**src/rtl/seg7_scan_capture.sv**
```systemverilog
// seg7_scan_capture: decodes a scanned 4-digit 7-segment bus back into a 16-bit frame.
// Define DP_CAPTURE_EN to synchronize, compare and report the decimal-point line per digit.
module seg7_scan_capture #(
  parameter bit SEG_ACT_LOW   = 1'b1,
  parameter bit DIG_ACT_LOW   = 1'b1,
  parameter int STABLE_CYCLES = 16,
  parameter int TIMEOUT       = 1000000
) (
  input  logic        clk,
  input  logic        rst,
  input  logic        a,
  input  logic        b,
  input  logic        c,
  input  logic        d,
  input  logic        e,
  input  logic        f,
  input  logic        g,
  input  logic        dp,
  input  logic [3:0]  dig,
  output logic [15:0] value,
  output logic        frame_valid,
  output logic [3:0]  digit_err,
  output logic [3:0]  dp_out,
  output logic        stale
);
  localparam int CW = $clog2(STABLE_CYCLES) + 1;
  localparam int TW = $clog2(TIMEOUT) + 1;
`ifdef DP_CAPTURE_EN
  localparam int SW = 12;
  logic [SW-1:0] raw;
  assign raw = {dig, g, f, e, d, c, b, a, dp};
`else
  localparam int SW = 11;
  logic [SW-1:0] raw;
  logic          unused_dp;
  assign raw = {dig, g, f, e, d, c, b, a};
  assign unused_dp = dp;
`endif
  logic [SW-1:0] s1, s2, prev;
  logic [CW-1:0] cnt;
  logic [TW-1:0] tcnt;
  logic [3:0]    sel, cap, pend_err, pend_dp;
  logic [15:0]   pend_nib;
  logic [6:0]    pat;
  logic [3:0]    nib;
  logic          dpv, onehot, same, fire, ill, full;
  assign sel = s2[SW-1 -: 4] ^ {4{DIG_ACT_LOW}};
  assign pat = s2[SW-5 -: 7] ^ {7{SEG_ACT_LOW}};
`ifdef DP_CAPTURE_EN
  assign dpv = s2[0] ^ SEG_ACT_LOW;
`else
  assign dpv = 1'b0;
`endif
  assign onehot = (sel != 4'd0) && ((sel & (sel - 4'd1)) == 4'd0);
  assign same   = s2 == prev;
  assign fire   = onehot && same && cnt == CW'(STABLE_CYCLES - 2);
  assign full   = &cap;
  assign stale  = tcnt == TW'(TIMEOUT - 1);
  always_comb begin
    nib = 4'h0;
    ill = 1'b0;
    case (pat)
      7'h3F: nib = 4'h0;
      7'h06: nib = 4'h1;
      7'h5B: nib = 4'h2;
      7'h4F: nib = 4'h3;
      7'h66: nib = 4'h4;
      7'h6D: nib = 4'h5;
      7'h7D: nib = 4'h6;
      7'h07: nib = 4'h7;
      7'h7F: nib = 4'h8;
      7'h6F: nib = 4'h9;
      7'h77: nib = 4'hA;
      7'h7C: nib = 4'hB;
      7'h39: nib = 4'hC;
      7'h5E: nib = 4'hD;
      7'h79: nib = 4'hE;
      7'h71: nib = 4'hF;
      default: ill = 1'b1;
    endcase
  end
  always_ff @(posedge clk or negedge rst) begin
    if (!rst) begin
      s1          <= '0;
      s2          <= '0;
      prev        <= '0;
      cnt         <= '0;
      cap         <= '0;
      pend_nib    <= '0;
      pend_err    <= '0;
      pend_dp     <= '0;
      value       <= '0;
      digit_err   <= '0;
      dp_out      <= '0;
      frame_valid <= 1'b0;
      tcnt        <= '0;
    end else begin
      s1   <= raw;
      s2   <= s1;
      prev <= s2;
      // saturating at STABLE_CYCLES-1 keeps a held digit from re-capturing
      cnt  <= (!onehot || !same) ? '0 : (cnt == CW'(STABLE_CYCLES - 1)) ? cnt : cnt + 1'b1;
      cap  <= (full ? 4'b0 : cap) | (fire ? sel : 4'b0);
      for (int i = 0; i < 4; i++)
        if (fire && sel[i]) begin
          pend_nib[i*4 +: 4] <= nib;
          pend_err[i]        <= ill;
          pend_dp[i]         <= dpv;
        end
      frame_valid <= full;
      if (full) begin
        value     <= pend_nib;
        digit_err <= pend_err;
        dp_out    <= pend_dp;
      end
      tcnt <= full ? '0 : stale ? tcnt : tcnt + 1'b1;
    end
  end
endmodule

```
**config.mk**
```make
export PLATFORM = sky130hd
export DESIGN_NAME = seg7_scan_capture
export DESIGN_NICKNAME = d
export VERILOG_FILES = /design/src/rtl/seg7_scan_capture.sv
export SDC_FILE = /design/constraint.sdc
export NUM_CORES = 1
export LEC_CHECK = 0
export ABC_AREA = 1
export CAP_MARGIN = 20
export CORE_MARGIN = 4
export CORE_UTILIZATION = 36
export CTS_CLUSTER_SIZE = 12
export DETAILED_ROUTE_END_ITERATION = 7
export PLACE_DENSITY_LB_ADDON = 0.1
export SYNTH_ARGS = -nofsm -noshare
export SYNTH_HDL_FRONTEND = slang
export SYNTH_SLANG_ARGS = --single-unit
export TNS_END_PERCENT = 100
```
**constraint.sdc**
```tcl
create_clock -name clk -period 4.7 [get_ports clk]
set_input_delay 0.705 -clock clk [delete_from_list [all_inputs] [get_ports clk]]
set_output_delay 0.705 -clock clk [all_outputs]
set_load 0.01 [all_outputs]
```
Word-level counts from Yosys, hierarchy flattened
Cells that the tools add are included.
Widths: inputs -> output; s select.
- bits in registers: 104
- input port bits: 14
- logic and storage cells: 68
- muxes and demuxes: 8
- reduce and logical (&&, ||, !) cells: 14
- add/sub/neg operators: 3
- bitwise operators: 4
- equal/unequal tests: 22
- operators with widths (kind ; number):
    $eq 7x7->1 const B ; 12
    $pmux 4 s15 ; 1
    $mux 21 ; 2
    $add 21x1->21 const B ; 1
    $eq 21x20->1 const B ; 1
    $reduce_or 16->1 ; 1
    $eq 7x3->1 const B ; 2
    $eq 7x6->1 const B ; 2
    $eq 11x11->1 ; 1
    $eq 5x4->1 const B ; 2
    $mux 5 ; 2
    $mux 4 ; 2
    $logic_and 1x1->1 ; 7
    $not 7->7 ; 1
    $add 5x1->5 const B ; 1
    $and 4x4->4 ; 1
    $logic_not 4->1 ; 1
    $ne 2x2->1 const B ; 2
    $not 4->4 ; 1
    $or 4x4->4 ; 1
    $reduce_and 4->1 ; 1
    $reduce_bool 4->1 ; 1
    $sub 4x1->4 const B ; 1
    $logic_not 1->1 ; 2
    2 further kinds ; 2

Depth between registers and ports, before layout
- word-level depth: 9
- depth in mapped cells: 10
- gate-level depth less buffers: 10

Worst setup path after synthesis
OpenSTA, ideal clock, no wires.
- path kind: register to output
- start: register tcnt[0]
- end: output stale
- setup slack: 2.612 ns
- arrival time: 1.383 ns
- stages on the path, launching flop included: 6
- cells stage by stage: dfrtp_1 > ha_1 > nand3_1 > nor2_2 > inv_1 > nor4_1
- word-level cells in the longest chain between the ends: 1
- ends and longest elaborated chain (what ; RTL line ; text):
    from (decl) ; 41 ; logic [TW-1:0] tcnt;
    from (signal assigned) ; 116 ; tcnt <= full ? '0 : stale ? tcnt : tcnt + 1'b1;
    $eq 21x20->1 ; 58 ; assign stale = tcnt == TW'(TIMEOUT - 1);
    to (decl) ; 24 ; output logic stale
Every way passes these cells.

Worst setup path in the final report
Same ends and word-level chain as after synthesis.

==> metrics.log <==
[metrics] top post-synthesis cells by area: sky130_fd_sc_hd__dfrtp_1 57%, sky130_fd_sc_hd__nand2_1 19%, sky130_fd_sc_hd__nor2_1 4.3%
[metrics] summed negative setup slack over all endpoints: 0 ps
[metrics] endpoint kind of the worst setup timing path: primary output
[metrics] sequential-to-total area share from yosys stat: 0.568
[metrics] headroom to the max-slew limit: 0.470
[metrics] largest voltage drop on the vdd net: 0.179 mV
[metrics] most repeated cell in the gate-level netlist after synthesis: sky130_fd_sc_hd__nand2_1
[metrics] number of cells upsized or downsized after cts: 0
[metrics] FMAX: 329 MHz
[metrics] Mapped Cells: 541
[metrics] final setup violation count: 0
[metrics] number of buffers created by CTS: 9
[metrics] Adder-Cell Fraction of Synth Area: 0.0109
[metrics] least setup slack across all paths after layout: roughly 1700 ps
[metrics] wire length reported by the detailed router: between 8000 and 9000 um
[metrics] Post-Place Setup Slack: 2070 ps
[metrics] share of the synthesized netlist area taken by xor and xnor gates: 0.0134
[metrics] Min-Delay Path Class: flip-flop to flip-flop
[metrics] io pins: 40
[metrics] fraction of layout cells with a size suffix above 1: 0.0852
[metrics] pin count of the biggest net entering global routing: 64
[metrics] Max-cap violations: 0
[metrics] synthesized area per cell: 8.46 um2
[metrics] crit path launch type: flip-flop
[metrics] number of rows in the core area: 40
[metrics] DR WL/cell: about 12 um
[metrics] required time at the endpoint of the critical path: about 4000 ps
[metrics] total gr overflow: 0
[metrics] Syn. warnings: 0
[metrics] CTS hold repair buffers: 0
[metrics] top-area cell type share of the netlist area: 0.568
[metrics] fraction of synthesis flops using an asynchronous set or reset pin: 1.00
[metrics] number of global-route vias before repair: ~3,200
[metrics] placed instance area: between 5000 and 6000 um2
[metrics] Worst-Margin Slew: between 700 and 800 ps
[metrics] via density per instance: 4.55
[metrics] Power Density: ~320 nW/um2
[metrics] DRC violation count after routing: 0
[metrics] Post-CTS Setup Bufs: 0
[metrics] die area: approximately 15,000 um2
[metrics] overall track demand over capacity in global routing: 0.132
[metrics] number of DRC markers after the initial detailed-route iteration: 170
[metrics] HPWL after DPL: between 6000 and 7000 um
[metrics] dominant combinational cell family by area after synthesis: simple AND/OR/NAND/NOR gates
[metrics] Synth Area in Simple Gates: 0.333
[metrics] initial antenna violation count: 0
[metrics] leading cell types by count after synthesis: 237 x sky130_fd_sc_hd__nand2_1, 104 x sky130_fd_sc_hd__dfrtp_1, 53 x sky130_fd_sc_hd__nor2_1, 33 x sky130_fd_sc_hd__inv_1, 15 x sky130_fd_sc_hd__a21oi_1
[metrics] top cell type by total area after synthesis: sky130_fd_sc_hd__dfrtp_1
[metrics] IO buf count: 34
[metrics] Hold Vio Cnt, Final: 0
[metrics] CTS clk-pin slew, worst paths: 70 ps
[metrics] largest buffer count on any clock path: 2
[metrics] buffer type at the clock tree root: sky130_fd_sc_hd__clkbuf_16
[metrics] final std cell area, no fill: between 5000 and 6000 um2
[metrics] fraction of synthesized area in multiplexers: 0
[metrics] first-pass GRT wire length: 15,300 um
[metrics] Worst Path Class, Setup: flip-flop to primary output
[metrics] top_reg_cell synth: sky130_fd_sc_hd__dfrtp_1
[metrics] final number of max-transition violations: 0
[metrics] total of flip-flops plus latches after synthesis: between 100 and 150
[metrics] die boundary width: roughly 120 um
[metrics] critical-path maximum fanout: 6
[metrics] Skew-Pair Late Insertion Delay: 350 ps
[metrics] via total after detailed routing: roughly 3,400
[metrics] portion of the clock cycle consumed by the worst path in the final layout: 0.646
[metrics] Starting Density: 0.375
[metrics] worst clock skew: between 9 and 10 ps
[metrics] cell area after synthesis: between 4000 and 5000 um2
[metrics] Critical Path AT: 2330 ps
[metrics] height of the die: between 100 and 150 um
[metrics] clock sink count: ~100
[metrics] Core Footprint: 12,200 um2
[metrics] EDFF count, synth: 0
[metrics] clock tree from TritonCTS: yes
[metrics] unrepaired setup endpoints after global routing: no
[metrics] Syn-to-layout area delta: 18.5%
[metrics] RD Place Congestion: ~0.8
[metrics] DRT Pass-1 Iters: 4
[metrics] clock period minus final worst setup slack: between 3000 and 4000 ps
[metrics] compound-cell area share of the yosys netlist: 0.0281
[metrics] diode insertion count for antenna repair: 0
[metrics] count of antenna-violating nets left after detailed routing: 0
[metrics] CTS H-Tree Depth: 3
[metrics] final layout net count: 600
[metrics] Cell variety after synth: 31
[metrics] static power due to leakage: around 0.0028 uW
[metrics] outcome: completed
-- final cells by class --
class	instances	area, um2
tap	168	210
multi-input combinational	388	1780
clock buffer	11	243
timing repair buffer	37	380
clock inverter	5	56.3
fill	1268	6780
sequential	104	2600
inverter	42	158
-- flip-flops by register name, indices dropped and copies added (netlist names) --
register and cells:
frame_valid 1, s1 11, tcnt 21, prev 11
pend_err 4, value 16, pend_nib 16, digit_err 4
cap 4, s2 11, cnt 5
-- per-stage QoR --
| step | std cells | total power [uW] | utilization | hold WS, ps |
|---|---|---|---|---|
| floorplan | 544 | 971 | - | 331 |
| CTS | 754 | 1760 | 0.442 | 349 |
| global placement | 738 | 1010 | 0.418 | 332 |
| global route | 755 | 1800 | 0.444 | 357 |
| detailed placement | 738 | 1010 | 0.418 | 335 |
| finish | 755 | 1730 | 0.444 | 347 |
-- layer usage --
metal,GRT usage,part of all wire
met1,0.170,0.47
met2,0.212,0.47
met3,0.0341,0.039
met4,0.0510,0.016
met5,0,0
-- critical path, cell delays in order, from the launching register on --
cell	delay, ps
sky130_fd_sc_hd__dfrtp_1	400
sky130_fd_sc_hd__ha_1	210
sky130_fd_sc_hd__nand3_1	160
sky130_fd_sc_hd__nor2_2	230
sky130_fd_sc_hd__inv_1	90
sky130_fd_sc_hd__nor4_1	300
sky130_fd_sc_hd__clkdlybuf4s50_1	600
-- cells by family (layout without fill, tap and decap cells) --
family,Yosys count,count (layout)
xor+xnor,7,7
fa+ha+maj,4,4
flops,104,104
simple gates,349,349
other cells,1,4
compound gates,24,24
buf+inv,52,95
-- path summary, 6_finish.rpt --
check,endpoint,startpoint,cells past startpoint,slack [ps]
worst max-delay path,stale,tcnt[0]$_DFFE_PN0P_,6,1660
worst min-delay path,s2[9]$_DFF_PN0_,s1[9]$_DFF_PN0_,0,350
worst max register to register,tcnt[18]$_DFFE_PN0P_,tcnt[0]$_DFFE_PN0P_,9,2930
worst min register to register,s2[9]$_DFF_PN0_,s1[9]$_DFF_PN0_,0,350
max in group asynchronous,s2[3]$_DFF_PN0_,rst,2,3240
min in group asynchronous,tcnt[10]$_DFFE_PN0P_,rst,1,450
-- layout by cell type, fill, tap and decap left out, types with 2 or more instances in the layout --
master | netlist | routed
sky130_fd_sc_hd__nand2_1 | 237 | 237
sky130_fd_sc_hd__dfrtp_1 | 104 | 104
sky130_fd_sc_hd__nor2_1 | 53 | 53
sky130_fd_sc_hd__inv_1 | 33 | 33
sky130_fd_sc_hd__clkdlybuf4s50_1 | 0 | 33
sky130_fd_sc_hd__a21oi_1 | 15 | 15
sky130_fd_sc_hd__nand3_1 | 14 | 14
sky130_fd_sc_hd__nand4_1 | 9 | 9
sky130_fd_sc_hd__inv_2 | 9 | 9
sky130_fd_sc_hd__clkbuf_16 | 0 | 9
sky130_fd_sc_hd__nor3_1 | 7 | 7
sky130_fd_sc_hd__nor2_4 | 6 | 6
sky130_fd_sc_hd__o21ai_0 | 5 | 5
sky130_fd_sc_hd__nor2_2 | 4 | 4
sky130_fd_sc_hd__xnor2_1 | 4 | 4
sky130_fd_sc_hd__nand4_2 | 4 | 4
sky130_fd_sc_hd__ha_1 | 4 | 4
sky130_fd_sc_hd__conb_1 | 1 | 4
sky130_fd_sc_hd__nand2_2 | 3 | 3
sky130_fd_sc_hd__nor4_1 | 3 | 3
sky130_fd_sc_hd__xor2_1 | 3 | 3
sky130_fd_sc_hd__buf_4 | 4 | 3
sky130_fd_sc_hd__nand3b_1 | 2 | 2
sky130_fd_sc_hd__or2_2 | 2 | 2
sky130_fd_sc_hd__a31oi_1 | 2 | 2
sky130_fd_sc_hd__nor3b_1 | 2 | 2
sky130_fd_sc_hd__clkinv_2 | 0 | 2
-- where the power goes --
group | total [uW] | switching [uW] | internal (uW)
sequential | 921 | 12.1 | 909
clock | 740 | 314 | 426
combinational | 65.4 | 44.6 | 20.8
No activity file was read; power rests on OpenSTA's default activity.
